==> config.mk <==
export PLATFORM = sky130hd
export DESIGN_NAME = fetch_stage_flat
export DESIGN_NICKNAME = d
export VERILOG_FILES = /design/src/rtl/fetch_stage_if.sv /design/src/rtl/fetch_stage.sv /design/src/flat_wrapper.sv
export SDC_FILE = /design/constraint.sdc
export NUM_CORES = 1
export LEC_CHECK = 0
export BUFFER_PORTS_ARGS = -buffer_cell sky130_fd_sc_hd__buf_2
export CAP_MARGIN = 10
export CORE_MARGIN = 1.5
export CORE_UTILIZATION = 47
export DETAILED_ROUTE_END_ITERATION = 16
export PLACE_DENSITY_LB_ADDON = 0.08
export SETUP_SLACK_MARGIN = 0.05
export SYNTH_ARGS = -nofsm -noshare
export SYNTH_HDL_FRONTEND = slang
export SYNTH_SLANG_ARGS = --single-unit
export TNS_END_PERCENT = 1
==> constraint.sdc <==
create_clock -name CLK -period 2.05 [get_ports CLK]
set_clock_uncertainty 0.1 [all_clocks]
set_input_delay 0.205 -clock CLK [delete_from_list [all_inputs] [get_ports CLK]]
set_output_delay 0.205 -clock CLK [all_outputs]
set_load 0.03 [all_outputs]
==> src/rtl/fetch_stage_if.sv <==
// fetch_stage_if: instruction-memory, hazard-control, redirect and IF/ID signals of the fetch stage.
// Carries fetch_halted only when FETCH_HALT_EN is defined.
interface fetch_stage_if;
   logic        ihit;
   logic [31:0] imemload;
   logic        imemREN;
   logic [31:0] imemaddr;
   logic        stall_PC;
   logic        stall_IFID;
   logic        flush_IFID;
   logic        redirect_en;
   logic [31:0] redirect_pc;
   logic        ifid_valid;
   logic [31:0] ifid_instr;
   logic [31:0] ifid_pc;
   logic [31:0] ifid_npc;
`ifdef FETCH_HALT_EN
   logic        fetch_halted;
`endif
   modport master (
      input  ihit, imemload, stall_PC, stall_IFID, flush_IFID, redirect_en, redirect_pc,
`ifdef FETCH_HALT_EN
      output fetch_halted,
`endif
      output imemREN, imemaddr, ifid_valid, ifid_instr, ifid_pc, ifid_npc
   );
   modport slave (
      output ihit, imemload, stall_PC, stall_IFID, flush_IFID, redirect_en, redirect_pc,
`ifdef FETCH_HALT_EN
      input  fetch_halted,
`endif
      input  imemREN, imemaddr, ifid_valid, ifid_instr, ifid_pc, ifid_npc
   );
endinterface

==> src/rtl/fetch_stage.sv <==
// fetch_stage: PC register, instruction fetch and IF/ID register with redirect deferral across cache misses.
// Define FETCH_HALT_EN to stop fetching after an opcode 6'b111111 instruction enters IF/ID.
module fetch_stage #(
   parameter logic [31:0] PC_INIT = 32'h0000_0000
) (
   input  logic          CLK,
   input  logic          nRST,
   fetch_stage_if.master bus
);
   typedef enum logic {FETCH, REDIR} state_e;
   state_e      state_q, state_d;
   logic [31:0] pc_q, pc_d, pend_q, pend_d;
   logic [31:0] instr_q, instr_d, ipc_q, ipc_d, npc_q, npc_d;
   logic        valid_q, valid_d;
   logic        halted_q, load, hold, take;
   logic [31:0] rpc;
   assign rpc  = {bus.redirect_pc[31:2], 2'b00};
   assign load = (state_q == FETCH) & bus.ihit & ~bus.redirect_en & ~halted_q;
   assign hold = ~bus.flush_IFID & bus.stall_IFID;
   assign take = ~bus.flush_IFID & ~bus.stall_IFID & load;
   always_comb begin
      state_d = state_q;
      pc_d    = pc_q;
      pend_d  = pend_q;
      if (state_q == FETCH) begin
         // a miss keeps PC steady so the outstanding request is not disturbed
         if (bus.redirect_en & (bus.ihit | halted_q)) pc_d = rpc;
         else if (bus.redirect_en) begin
            pend_d  = rpc;
            state_d = REDIR;
         end else if (~bus.stall_PC & bus.ihit & ~halted_q) pc_d = pc_q + 32'd4;
      end else begin
         if (bus.redirect_en) pend_d = rpc;
         if (bus.ihit) begin
            pc_d    = bus.redirect_en ? rpc : pend_q;
            state_d = FETCH;
         end
      end
      valid_d = hold ? valid_q : take;
      instr_d = hold ? instr_q : take ? bus.imemload : '0;
      ipc_d   = hold ? ipc_q : take ? pc_q : '0;
      npc_d   = hold ? npc_q : take ? pc_q + 32'd4 : '0;
   end
   always_ff @(posedge CLK or negedge nRST) begin
      if (!nRST) begin
         state_q <= FETCH;
         pc_q    <= PC_INIT;
         pend_q  <= '0;
         valid_q <= 1'b0;
         instr_q <= '0;
         ipc_q   <= '0;
         npc_q   <= '0;
      end else begin
         state_q <= state_d;
         pc_q    <= pc_d;
         pend_q  <= pend_d;
         valid_q <= valid_d;
         instr_q <= instr_d;
         ipc_q   <= ipc_d;
         npc_q   <= npc_d;
      end
   end
`ifdef FETCH_HALT_EN
   logic halted_d;
   // a redirect means the HALT was on the wrong path
   assign halted_d = bus.redirect_en ? 1'b0 : halted_q | (take & (bus.imemload[31:26] == 6'h3F));
   always_ff @(posedge CLK or negedge nRST) begin
      if (!nRST) halted_q <= 1'b0;
      else       halted_q <= halted_d;
   end
   assign bus.fetch_halted = halted_q;
`else
   assign halted_q = 1'b0;
`endif
   assign bus.imemREN    = ~halted_q;
   assign bus.imemaddr   = pc_q;
   assign bus.ifid_valid = valid_q;
   assign bus.ifid_instr = instr_q;
   assign bus.ifid_pc    = ipc_q;
   assign bus.ifid_npc   = npc_q;
endmodule

==> src/flat_wrapper.sv <==
// flat-port wrapper written by rule: the top's interface ports become plain ports
module fetch_stage_flat 
#(
   parameter logic [31:0] PC_INIT = 32'h0000_0000
)
  (CLK, nRST, bus_ihit, bus_imemload, bus_stall_PC, bus_stall_IFID, bus_flush_IFID, bus_redirect_en, bus_redirect_pc, bus_imemREN, bus_imemaddr, bus_ifid_valid, bus_ifid_instr, bus_ifid_pc, bus_ifid_npc);
  fetch_stage_if bus_i ();
  input  logic CLK;
  input  logic nRST;
  input wire logic [$bits(bus_i.ihit)-1:0] bus_ihit;
  input wire logic [$bits(bus_i.imemload)-1:0] bus_imemload;
  input wire logic [$bits(bus_i.stall_PC)-1:0] bus_stall_PC;
  input wire logic [$bits(bus_i.stall_IFID)-1:0] bus_stall_IFID;
  input wire logic [$bits(bus_i.flush_IFID)-1:0] bus_flush_IFID;
  input wire logic [$bits(bus_i.redirect_en)-1:0] bus_redirect_en;
  input wire logic [$bits(bus_i.redirect_pc)-1:0] bus_redirect_pc;
  output wire logic [$bits(bus_i.imemREN)-1:0] bus_imemREN;
  output wire logic [$bits(bus_i.imemaddr)-1:0] bus_imemaddr;
  output wire logic [$bits(bus_i.ifid_valid)-1:0] bus_ifid_valid;
  output wire logic [$bits(bus_i.ifid_instr)-1:0] bus_ifid_instr;
  output wire logic [$bits(bus_i.ifid_pc)-1:0] bus_ifid_pc;
  output wire logic [$bits(bus_i.ifid_npc)-1:0] bus_ifid_npc;
  assign bus_i.ihit = bus_ihit;
  assign bus_i.imemload = bus_imemload;
  assign bus_i.stall_PC = bus_stall_PC;
  assign bus_i.stall_IFID = bus_stall_IFID;
  assign bus_i.flush_IFID = bus_flush_IFID;
  assign bus_i.redirect_en = bus_redirect_en;
  assign bus_i.redirect_pc = bus_redirect_pc;
  assign bus_imemREN = bus_i.imemREN;
  assign bus_imemaddr = bus_i.imemaddr;
  assign bus_ifid_valid = bus_i.ifid_valid;
  assign bus_ifid_instr = bus_i.ifid_instr;
  assign bus_ifid_pc = bus_i.ifid_pc;
  assign bus_ifid_npc = bus_i.ifid_npc;
  fetch_stage #(.PC_INIT(PC_INIT)) u_core (.CLK(CLK), .nRST(nRST), .bus(bus_i));
endmodule
==> metrics.md, run 1 <==
| Metric | Value |
|---|---|
| Status | `completed` |
| GR peak layer | `met2` |
| Top cells by area, synth | `dfrtp_1, a22o_1, o21ai_0` |
| PD cells | `868 nW/um^2` |
| CP max FO | `3` |
| Via Count | `6,429` |
| Crit path time final | `2040 ps` |
| Max Slew Vio Count | `0` |
| Initial antenna violation count | `0` |
| Core ar. | `14,700 um^2` |
| DRT iter0 DRCs | `529` |
| Total Nets Final | `1,003` |
| Fill cells | `1,136` |
| Post-DRT Antenna Nets | `0` |
| Post-DP Area | `8720 um^2` |
| Ys flop type | `dfrtp_1` |
| Design Area, Final | `10000 um^2` |
| Synth Area per Inst | `11.2 um^2` |
| Syn-to-layout area delta | `40.0%` |
| Synth Register Bits | `160` |
| Yosys warnings | `0` |
| Worst Max-Slew Pin Slew | `723 ps` |
| Hold Path Depth | `2` |
| R2R cell count | `5` |
| Post-DP HPWL | `14,400 um` |
| DIE AREA | `15,900 um^2` |
| Die W | `126 um` |
| Share of cells above drive strength 1 | `37.8%` |
| Asr flop ratio synth | `100%` |
| Crit Path Category | `reg2reg` |
| Worst-path clk slew | `60 ps` |
| Arrival time at the worst endpoint | `2260 ps` |
| Top cells by count, synth | `dfrtp_1, o21ai_0, a22o_1` |
| Maximum clock rate | `489 MHz` |
| Gr ovfl total | `0` |
| I/O pins | `201` |
| M3 GR Usage | `6.07%` |
| Initial Util | `48.6%` |
| RSZ-0062 raised after global routing | `true` |
| GPL Wtd Cong | `0.882` |
| Largest net degree at the start of global routing | `62` |
| Met1 Use GR | `37.9%` |
| Worst VDD drop | `0.586 mV` |
| Most common cell in the netlist | `dfrtp_1` |
| Worst-Skew Late Latency | `420 ps` |
| Avg WL per Cell | `18.9 um` |
| Port bufs | `197` |
| First-pass GRT wire length | `33,600 um` |
| Root buffer cell | `clkbuf_16` |
| Met2 GRT Util | `42.1%` |
| CTS Buffer Depth | `2` |
| Hold Path Class | `in2reg` |
| Final worst-path cycle share | `99.8%` |
| Crit start category | `flip-flop` |
| Post-synth EDFFs | `0` |
| Share of the synthesized area in the top cell type | `56.1%` |
| Total Routing Usage GR | `27.2%` |
| Setup-failing EPs final | `0` |
| Syn Nets | `711` |
| Number of buffers created by CTS | `17` |
| Distinct cells, synth | `52` |
| Multi-input gate area | `2910 um^2` |
| LEAKAGE | `4.88 nW` |
| Largest area contributor in the netlist | `dfrtp_1` |
| Residual DRC | `0` |
| Diodes inserted | `0` |
| Die H | `126 um` |
| Final setup TNS | `0 ps` |
| Number of sinks on the clock net | `160` |
| CTS tree | `done` |
| Crit. End Element | `flip-flop` |
| Row count | `44` |
| Final Hold Fails | `0` |
| Synthesized cell area | `7140 um^2` |
| Worst rel slew slack | `51.7%` |
| Max_cap viols | `0` |
| Final wirelength | `21,300 um` |
| DR pass1 iterations | `6` |
| Vias per inst | `5.70` |
| Crit path required time | `2260 ps` |
| H-tree levels | `4` |
| Sequential cell area | `4020 um^2` |
| Synthesized instance count | `639` |
| Sequential area share after synthesis | `56.1%` |
| Vias in the first global route | `6,296` |
==> report_power, final <==
part	switching, mW	internal (mW)
Clock	1.24	1.84
Combinational	1.20	0.791
Sequential	0.190	3.42
Total	2.63	6.05
==> worst paths after layout <==
path | startpoint | to | slack (ps)
max in group asynchronous | nRST | u_core.bus.ifid_instr[3] | 1010
worst min register to register | u_core.bus.ifid_npc[7] | u_core.bus.ifid_npc[7] | 370
min in group asynchronous | nRST | u_core.bus.ifid_instr[23] | 140
worst min-delay path | bus_ihit | u_core.state_q | 10
worst max register to register | u_core.bus.imemaddr[25] | u_core.bus.ifid_npc[31] | 5
worst max-delay path | u_core.bus.imemaddr[25] | u_core.bus.ifid_npc[31] | 5
==> final cells by class <==
type	count	area share [%]
repair buffers	328	22.3
well taps	184	2.30
inverters	10	0.375
multi-input cells	414	29.1
clock inverters	10	1.13
clock buffers	21	4.61
flip-flops and latches	160	40.2
==> routing by layer <==
layer / share of wire [%] / wire, um
met1: 45 / 9540
met2: 46 / 9880
met3: 7.4 / 1570
met4: 1.6 / 336
met5: 0 / 0
==> repair_timing <==
item,4_1_cts,5_1_grt
gates cloned,0,1
gates resized for setup,4,5
pin swaps,8,7
setup endpoints to repair,31,17
hold endpoints to repair,194,0
hold buffers,64,0
buffers inserted,0,4
==> worst max-delay path: stages (launching register included) <==
cell     delay, ps
dfrtp_2        360
nand2_1         80
or4_4          560
or4b_4         530
xnor2_1        140
a22o_1         170
==> state kept, by name, summed over array words and instances (netlist names) <==
| name | cells |
|---|---|
| u_core.state_q | 1 |
| u_core.pend_q | 32 |
| u_core.bus.ifid_instr | 32 |
| u_core.bus.ifid_valid | 1 |
| u_core.bus.ifid_npc | 32 |
| u_core.bus.imemaddr | 32 |
| u_core.bus.ifid_pc | 30 |
==> logic make-up after synthesis <==
logic type               share of synthesized area, %
AO/OA/AOI/OAI                                    20.5
flip-flops                                       56.1
AND/OR/NAND/NOR                                  11.1
buffers and inverters                            3.73
multiplexers                                     5.01
XOR/XNOR                                         3.43
adder cells (fa/ha/maj)                         0.175
other                                          0.0525
==> metrics by stage <==
step / power [mW] / setup slack (ps) / utilization (%) / hold WS, ps / cells
global placement: 5.48 / -17.5 / 59.3 / 19.4 / 1027
CTS: 8.70 / 11.4 / 67.7 / 0.778 / 1122
detailed placement: 5.53 / -51.5 / 59.3 / 25.4 / 1027
finish: 8.68 / 5.07 / 68.0 / 12.9 / 1127
global route: 9.06 / -83.5 / 68.0 / 34.5 / 1127
floorplan: 4.72 / -230 / - / -191 / 639
==> placed cells by master, fill, tap and decap left out, types with 23 or more instances in the layout <==
cell             n
dlygate4sd3_1   64
buf_4           57
nand2_1         60
a22o_1          65
xnor2_1         23
o21ai_0         68
nor2_1          30
mux2_2          30
buf_2          197
dfrtp_1        151
Power figures use the tool's default switching activity.
==> run 2: changes to the inputs <==
ABC_AREA = 1   (was default)
==> metrics.md, run 2 <==
| Metric | Value |
|---|---|
| Synthesized cell area | `7200 um^2 (+0.84%)` |
| Largest net degree at the start of global routing | `55 (-11%)` |
| Commonest cells after routing, fill and taps aside | `nand2_1, buf_2, dfrtp_1` |
| CP bufs+invs | `5 (+5)` |
| Syn Nets | `906 (+27%)` |
| WP depth | `9 (+4)` |
| Root buffer cell | `clkbuf_16` |
| Distinct cells, synth | `29 (-44%)` |
| Maximum clock rate | `542 MHz (+11%)` |
| Sequential cell area | `4010 um^2 (-0.25%)` |
| Yosys warnings | `0 (unchanged)` |
| Crit path required time | `2240 ps (-20 ps)` |
| Synth Area per Inst | `8.63 um^2 (-23%)` |
| Crit start category | `input pin` |
| Asr flop ratio synth | `100% (unchanged)` |
| Synth Register Bits | `160 (unchanged)` |
| LEAKAGE | `5.19 nW (+6.4%)` |
| CTS Buffer Depth | `2 (unchanged)` |
| Top cells by count, synth | `nand2_1, dfrtp_1, inv_1` |
| Final worst-path cycle share | `89.9% (-9.8 points)` |
| Post-CTS setup buffers | `0 (unchanged)` |
| Final worst slack | `206 ps (+201 ps)` |
| Crit path largest cell delay | `530 ps (-30 ps)` |
| Max_cap viols | `0 (unchanged)` |
| Sequential area share after synthesis | `55.6% (-0.47 points)` |
| First-pass GRT wire length | `33,900 um (+0.86%)` |
| Share of cells above drive strength 1 | `23.6% (-14 points)` |
| Die H | `127 um (+0.41%)` |
| Residual DRC | `0 (unchanged)` |
| Via Count | `6,602 (+2.7%)` |
| Vias per inst | `5.14 (-9.9%)` |
| Worst VDD drop | `0.593 mV (+1.1%)` |
| Setup-failing EPs final | `0 (unchanged)` |
| Worst R2R End | `u_core.bus.imemaddr[13]` |
| Design Area, Final | `9670 um^2 (-3.3%)` |
| Post-DP Area | `8410 um^2 (-3.6%)` |
| Core ar. | `15,100 um^2 (+2.7%)` |
| I/O pins | `201 (unchanged)` |
| Post-DP HPWL | `14,200 um (-1.4%)` |
| Syn-to-layout area delta | `34.3%` |
| Diodes inserted | `0 (unchanged)` |
| Port bufs | `197 (unchanged)` |
| Worst setup path start | `bus_ihit` |
| Worst path slowest cell | `dlygate4sd3_1` |
| H-tree levels | `4 (unchanged)` |
| CP cell instances | `dlygate4sd3_1, buf_2, nand2_1, inv_1, nor2_1, inv_1, buf_12, a21oi_1, a21oi_1` |
| GPL Wtd Cong | `0.852 (-3.5%)` |
| Worst-Skew Late Latency | `430 ps (about the same)` |
| Max Slew Vio Count | `0 (unchanged)` |
| Status | `completed` |
| Crit. End Element | `flip-flop` |
| Ys flop type | `dfrtp_1` |
| RSZ-0062 raised after global routing | `false` |
| Die W | `127 um (+0.41%)` |
| Row count | `45 (+2.3%)` |
| Total Nets Final | `1,159 (+16%)` |
| Vias in the first global route | `6,326 (+0.48%)` |
| DRT iter0 DRCs | `427 (-19%)` |
| PD cells | `921 nW/um^2 (+6.0%)` |
| Internal reg-to-reg setup slack | `210 ps (+200 ps)` |
| CP max FO | `22 (+19)` |
| Final Hold Fails | `0 (unchanged)` |
| Worst-path clk slew | `60 ps (about the same)` |
| Crit path max-delay family | `buffers and inverters` |
| Crit Path Category | `in2reg` |
| Worst flop-to-flop path startpoint | `u_core.bus.imemaddr[12]` |
| Hold slack | `33.6 ps (+20.7 ps)` |
| Capture point of the critical path | `u_core.bus.imemaddr[19]` |
| Post-DRT Antenna Nets | `0 (unchanged)` |
| Placed cells | `1,193 (+16%)` |
| Most common cell after layout, fill and taps aside | `nand2_1` |
| Avg WL per Cell | `16.2 um (-14%)` |
| DIE AREA | `16,100 um^2 (+0.82%)` |
| Arrival time at the worst endpoint | `2030 ps (-230 ps)` |
| Initial antenna violation count | `0 (unchanged)` |
| Multi-input gate area | `2730 um^2 (-6.3%)` |
| CTS tree | `done` |
| Gr ovfl total | `0 (unchanged)` |
| Share of the synthesized area in the top cell type | `55.6% (-0.47 points)` |
| Final setup TNS | `0 ps (unchanged)` |
| Post-synth EDFFs | `0 (unchanged)` |
| Synthesized instance count | `834 (+31%)` |
| Largest area contributor in the netlist | `dfrtp_1` |
| R2R cell count | `7 (+2)` |
| DR pass1 iterations | `6 (unchanged)` |
| Crit path time final | `1840 ps (-201 ps)` |
| Worst Max-Slew Pin Slew | `561 ps (-162 ps)` |
| Most common cell in the netlist | `nand2_1` |
| Hold Path Class | `in2reg` |
| Final wirelength | `20,800 um (-2.4%)` |
| Finished Layout Cells | `1,285 (+14%)` |
| Total Routing Usage GR | `27.4% (+0.21 points)` |
| Initial Util | `47.7% (-0.86 points)` |
| Worst rel slew slack | `62.5% (+11 points)` |
| Number of buffers created by CTS | `17 (unchanged)` |
| Top cells by area, synth | `dfrtp_1, nand2_1, a22o_1` |
| Fill cells | `1,304 (+15%)` |
| Number of sinks on the clock net | `160 (unchanged)` |
| Setup Slack @ Placement | `193 ps (+245 ps)` |
==> run 2: worst register-to-register path, cell delays in order (launching register included) <==
cell     delay (ps)
dfrtp_1         520
nand2_1         110
nor2_1          210
nand2_1          80
nor2_1          230
xor2_1          270
nand2_1          80
a21oi_1         140
==> run 2: report_power, final <==
group | leakage (nW) | internal [mW] | total, mW | switching, mW
Combinational | 2.80 | 0.595 | 1.85 | 1.25
Sequential | 2.09 | 3.41 | 3.69 | 0.278
Clock | 0.305 | 2.14 | 3.36 | 1.21
Total | 5.19 | 6.15 | 8.90 | 2.75
==> run 2: stage by stage <==
stage / util [%] / power, mW
floorplan: - / 4.81
global placement: 55.7 / 5.46
detailed placement: 55.7 / 5.48
CTS: 64.0 / 8.94
global route: 64.1 / 9.33
finish: 64.1 / 8.90
==> run 2: how the worst min path moves through the flow <==
stage	cells past startpoint	slack [ps]	endpoint	start
4_1_cts	3	20	u_core.state_q	bus_redirect_en
3_5_place_dp	1	70	u_core.bus.ifid_instr[29]	nRST
5_1_grt	3	60	u_core.pend_q[29]	bus_redirect_pc[29]
6_report	3	30	u_core.state_q	bus_redirect_en
2_1_floorplan	0	-190	u_core.bus.ifid_instr[0]	nRST
3_3_place_gp	1	70	u_core.bus.ifid_pc[22]	nRST
==> run 2: cell type report <==
class                   count  share of cell area [%]
clock buffers              23                    5.05
repair buffers            276                    18.7
well taps                 188                    2.43
multi-input cells         559                    28.2
inverters                  73                    2.83
flip-flops and latches    160                    41.4
clock inverters             6                    1.35
==> run 2: what timing repair did <==
item,CTS,global route
gates resized for setup,0,3
endpoints found under the setup margin,0,6
endpoints found under the hold margin,114,0
hold buffers,63,0
==> run 2: layer usage <==
metal | global-route usage [%] | vias up | wire length (um)
met1 | 39.4 | 3118 | 9790
li1 | - | 3227 | -
met2 | 42.3 | 233 | 9380
met4 | 8.62 | 0 | 380
met3 | 5.19 | 24 | 1270
met5 | 0 | - | 0
==> run 2: cells by family after synthesis <==
kind of cell,after synthesis,synth area share (%)
and+or+nand+nor,356,20.2
buffers and inverters,115,6.72
DFF,160,55.6
other,1,0.0521
xor gates and xnor gates,11,1.34
adders and majority gates,1,0.174
muxes,1,0.139
AOI/OAI and AO/OA,189,15.8
==> run 3: changes to the inputs <==
CTS_BUF_LIST = sky130_fd_sc_hd__clkbuf_16   (was default)
==> metrics.md, run 3 (synthesis results as in run 2) <==
| Metric | Value |
|---|---|
| Status | `completed` |
| Residual DRC | `0 (unchanged)` |
| RSZ-0062 raised after global routing | `false` |
| CP max FO | `6 (-73%)` |
| Crit. End Element | `flip-flop` |
| LEAKAGE | `5.18 nW (-0.27%)` |
| Most common cell after layout, fill and taps aside | `nand2_1` |
| Finished Layout Cells | `1,285 (unchanged)` |
| DR top layer | `met4` |
| R2R cell count | `7 (unchanged)` |
| Number of buffers created by CTS | `17 (unchanged)` |
| Initial Util | `47.7% (unchanged)` |
| Placed cells | `1,193 (unchanged)` |
| Largest net degree at the start of global routing | `55 (unchanged)` |
| DR WL met2 | `9330 um (-0.49%)` |
| Root buffer cell | `clkbuf_16` |
| Final Hold Fails | `0 (unchanged)` |
| Total chip power | `8.74 mW (-1.8%)` |
| Vias per inst | `5.13 (-0.18%)` |
| H-tree levels | `4 (unchanged)` |
| WL met3 | `1280 um (+1.2%)` |
| Post-DRT Antenna Nets | `0 (unchanged)` |
| Arrival time at the worst endpoint | `2100 ps (+70 ps)` |
| WL met1 | `9850 um (+0.59%)` |
| Crit start category | `flip-flop` |
| Post-DP HPWL | `14,200 um (unchanged)` |
| Syn-to-layout area delta | `33.7%` |
| Worst flop-to-flop path startpoint | `u_core.bus.imemaddr[12]` |
| Post-CTS setup buffers | `0 (unchanged)` |
| CTS tree | `done` |
| Sequential cell area | `4010 um^2 (unchanged)` |
| Final wirelength | `20,800 um (-0.13%)` |
| Row count | `45 (unchanged)` |
| Switching power total | `2.74 mW (-0.12%)` |
| Flop pwr share | `42.3% (+0.8 points)` |
| First-pass GRT wire length | `33,700 um (-0.47%)` |
| Worst R2R End | `u_core.bus.imemaddr[13]` |
| Clock group share of total power | `36.6% (-1.1 points)` |
| Post-DP Area | `8410 um^2 (unchanged)` |
| CTS Buffer Depth | `2 (unchanged)` |
| Crit path required time | `2290 ps (+50 ps)` |
| Worst VDD drop | `0.592 mV (about the same)` |
| PD cells | `907 nW/um^2 (-1.4%)` |
| Avg WL per Cell | `16.2 um (-0.13%)` |
| Worst Max-Slew Pin Slew | `578 ps (+16.9 ps)` |
| Net Sw Frac | `31.4% (+0.54 points)` |
| Port bufs | `197 (unchanged)` |
| Commonest cells after routing, fill and taps aside | `nand2_1, buf_2, dfrtp_1` |
| Worst rel slew slack | `61.4% (-1.1 points)` |
| Core ar. | `15,100 um^2 (unchanged)` |
| Via Count | `6,590 (-0.18%)` |
| Design Area, Final | `9630 um^2 (-0.41%)` |
| GPL Wtd Cong | `0.852 (unchanged)` |
| P_int | `5.99 mW (-2.6%)` |
| Hold path start | `bus_redirect_en` |
| Gr ovfl total | `0 (unchanged)` |
| Vias in the first global route | `6,289 (-0.58%)` |
| Max Slew Vio Count | `0 (unchanged)` |
| Total Nets Final | `1,159 (unchanged)` |
| Worst-Skew Late Latency | `430 ps (about the same)` |
| DIE AREA | `16,100 um^2 (unchanged)` |
| Final worst-path cycle share | `90.7% (+0.73 points)` |
| Final setup TNS | `0 ps (unchanged)` |
| Internal reg-to-reg setup slack | `190 ps (about the same)` |
| Worst-path clk slew | `60 ps (about the same)` |
| Number of sinks on the clock net | `160 (unchanged)` |
| Share of cells above drive strength 1 | `23.2% (-0.36 points)` |
| Setup-failing EPs final | `0 (unchanged)` |
| Hold Path Class | `in2reg` |
| Comb pwr share | `21.2% (+0.4 points)` |
| I/O pins | `201 (unchanged)` |
| Total Routing Usage GR | `27.3% (-0.11 points)` |
| Worst setup path start | `u_core.bus.imemaddr[12]` |
| Fill cells | `1,308 (+0.31%)` |
| Initial antenna violation count | `0 (unchanged)` |
| Diodes inserted | `0 (unchanged)` |
| DR pass1 iterations | `6 (unchanged)` |
| Die W | `127 um (unchanged)` |
| Die H | `127 um (unchanged)` |
| Crit Path Category | `reg2reg` |
| Max_cap viols | `0 (unchanged)` |
| DRT iter0 DRCs | `455 (+6.6%)` |
| Capture point of the critical path | `u_core.bus.imemaddr[13]` |
| Maximum clock rate | `538 MHz (-0.80%)` |
| Multi-input gate area | `2730 um^2 (unchanged)` |
| Crit path time final | `1860 ps (+14.9 ps)` |
run 3: cell type report:
cell class / instances / share of cell area, %
timing repair buffer: 276 / 18.8
tap: 188 / 2.44
clock inverter: 12 / 1.59
sequential: 160 / 41.6
multi-input combinational: 559 / 28.4
inverter: 73 / 2.85
clock buffer: 17 / 4.42
run 3: how the worst min path moves through the flow:
stage,end,slack [ps],cells past startpoint
final,u_core.state_q,30,3
after global routing,u_core.pend_q[29],60,3
after CTS,u_core.state_q,20,3
after detailed placement,u_core.bus.ifid_instr[29],70,1
after global placement,u_core.bus.ifid_pc[22],70,1
after floorplan,u_core.bus.ifid_instr[0],-190,0
run 3: critical path, stage by stage (launching register included):
cell and delay, ps:
dfrtp_1 530, nand2_1 110, nor2_1 210, nand2_1 80, nor2_1 230, xor2_1 260, nand2_1 80, a21oi_1 150
run 3: metal layers:
| layer | global-route usage (%) | vias to the layer above |
|---|---|---|
| li1 | - | 3223 |
| met1 | 39.6 | 3089 |
| met2 | 41.6 | 256 |
| met3 | 5.27 | 22 |
| met4 | 8.69 | 0 |
| met5 | 0 | - |
run 3: through the flow:
step / hold slack, ps / setup WS, ps / util (%)
6_report: 32.9 / 191 / 63.8
5_1_grt: 59.0 / 83.8 / 63.8
4_1_cts: 18.8 / 171 / 63.7
3_5_place_dp: 71.3 / 193 / 55.7
3_3_place_gp: 69.5 / 189 / 55.7
2_1_floorplan: -191 / 217 / -
run 3: repair_timing:
action                                  4_1_cts  5_1_grt
endpoints found under the setup margin        0        4
hold endpoints to repair                    115        0
resized for setup                             0        3
hold buffers                                 63        0
run 3: power groups by stage:
stage | logic, mW | registers, mW | clock network, mW
floorplan | 0.784 | 4.03 | 0
global placement | 1.73 | 3.73 | 0
detailed placement | 1.75 | 3.74 | 0
CTS | 1.85 | 3.68 | 3.24
global route | 2.05 | 3.73 | 3.38
finish | 1.85 | 3.69 | 3.19
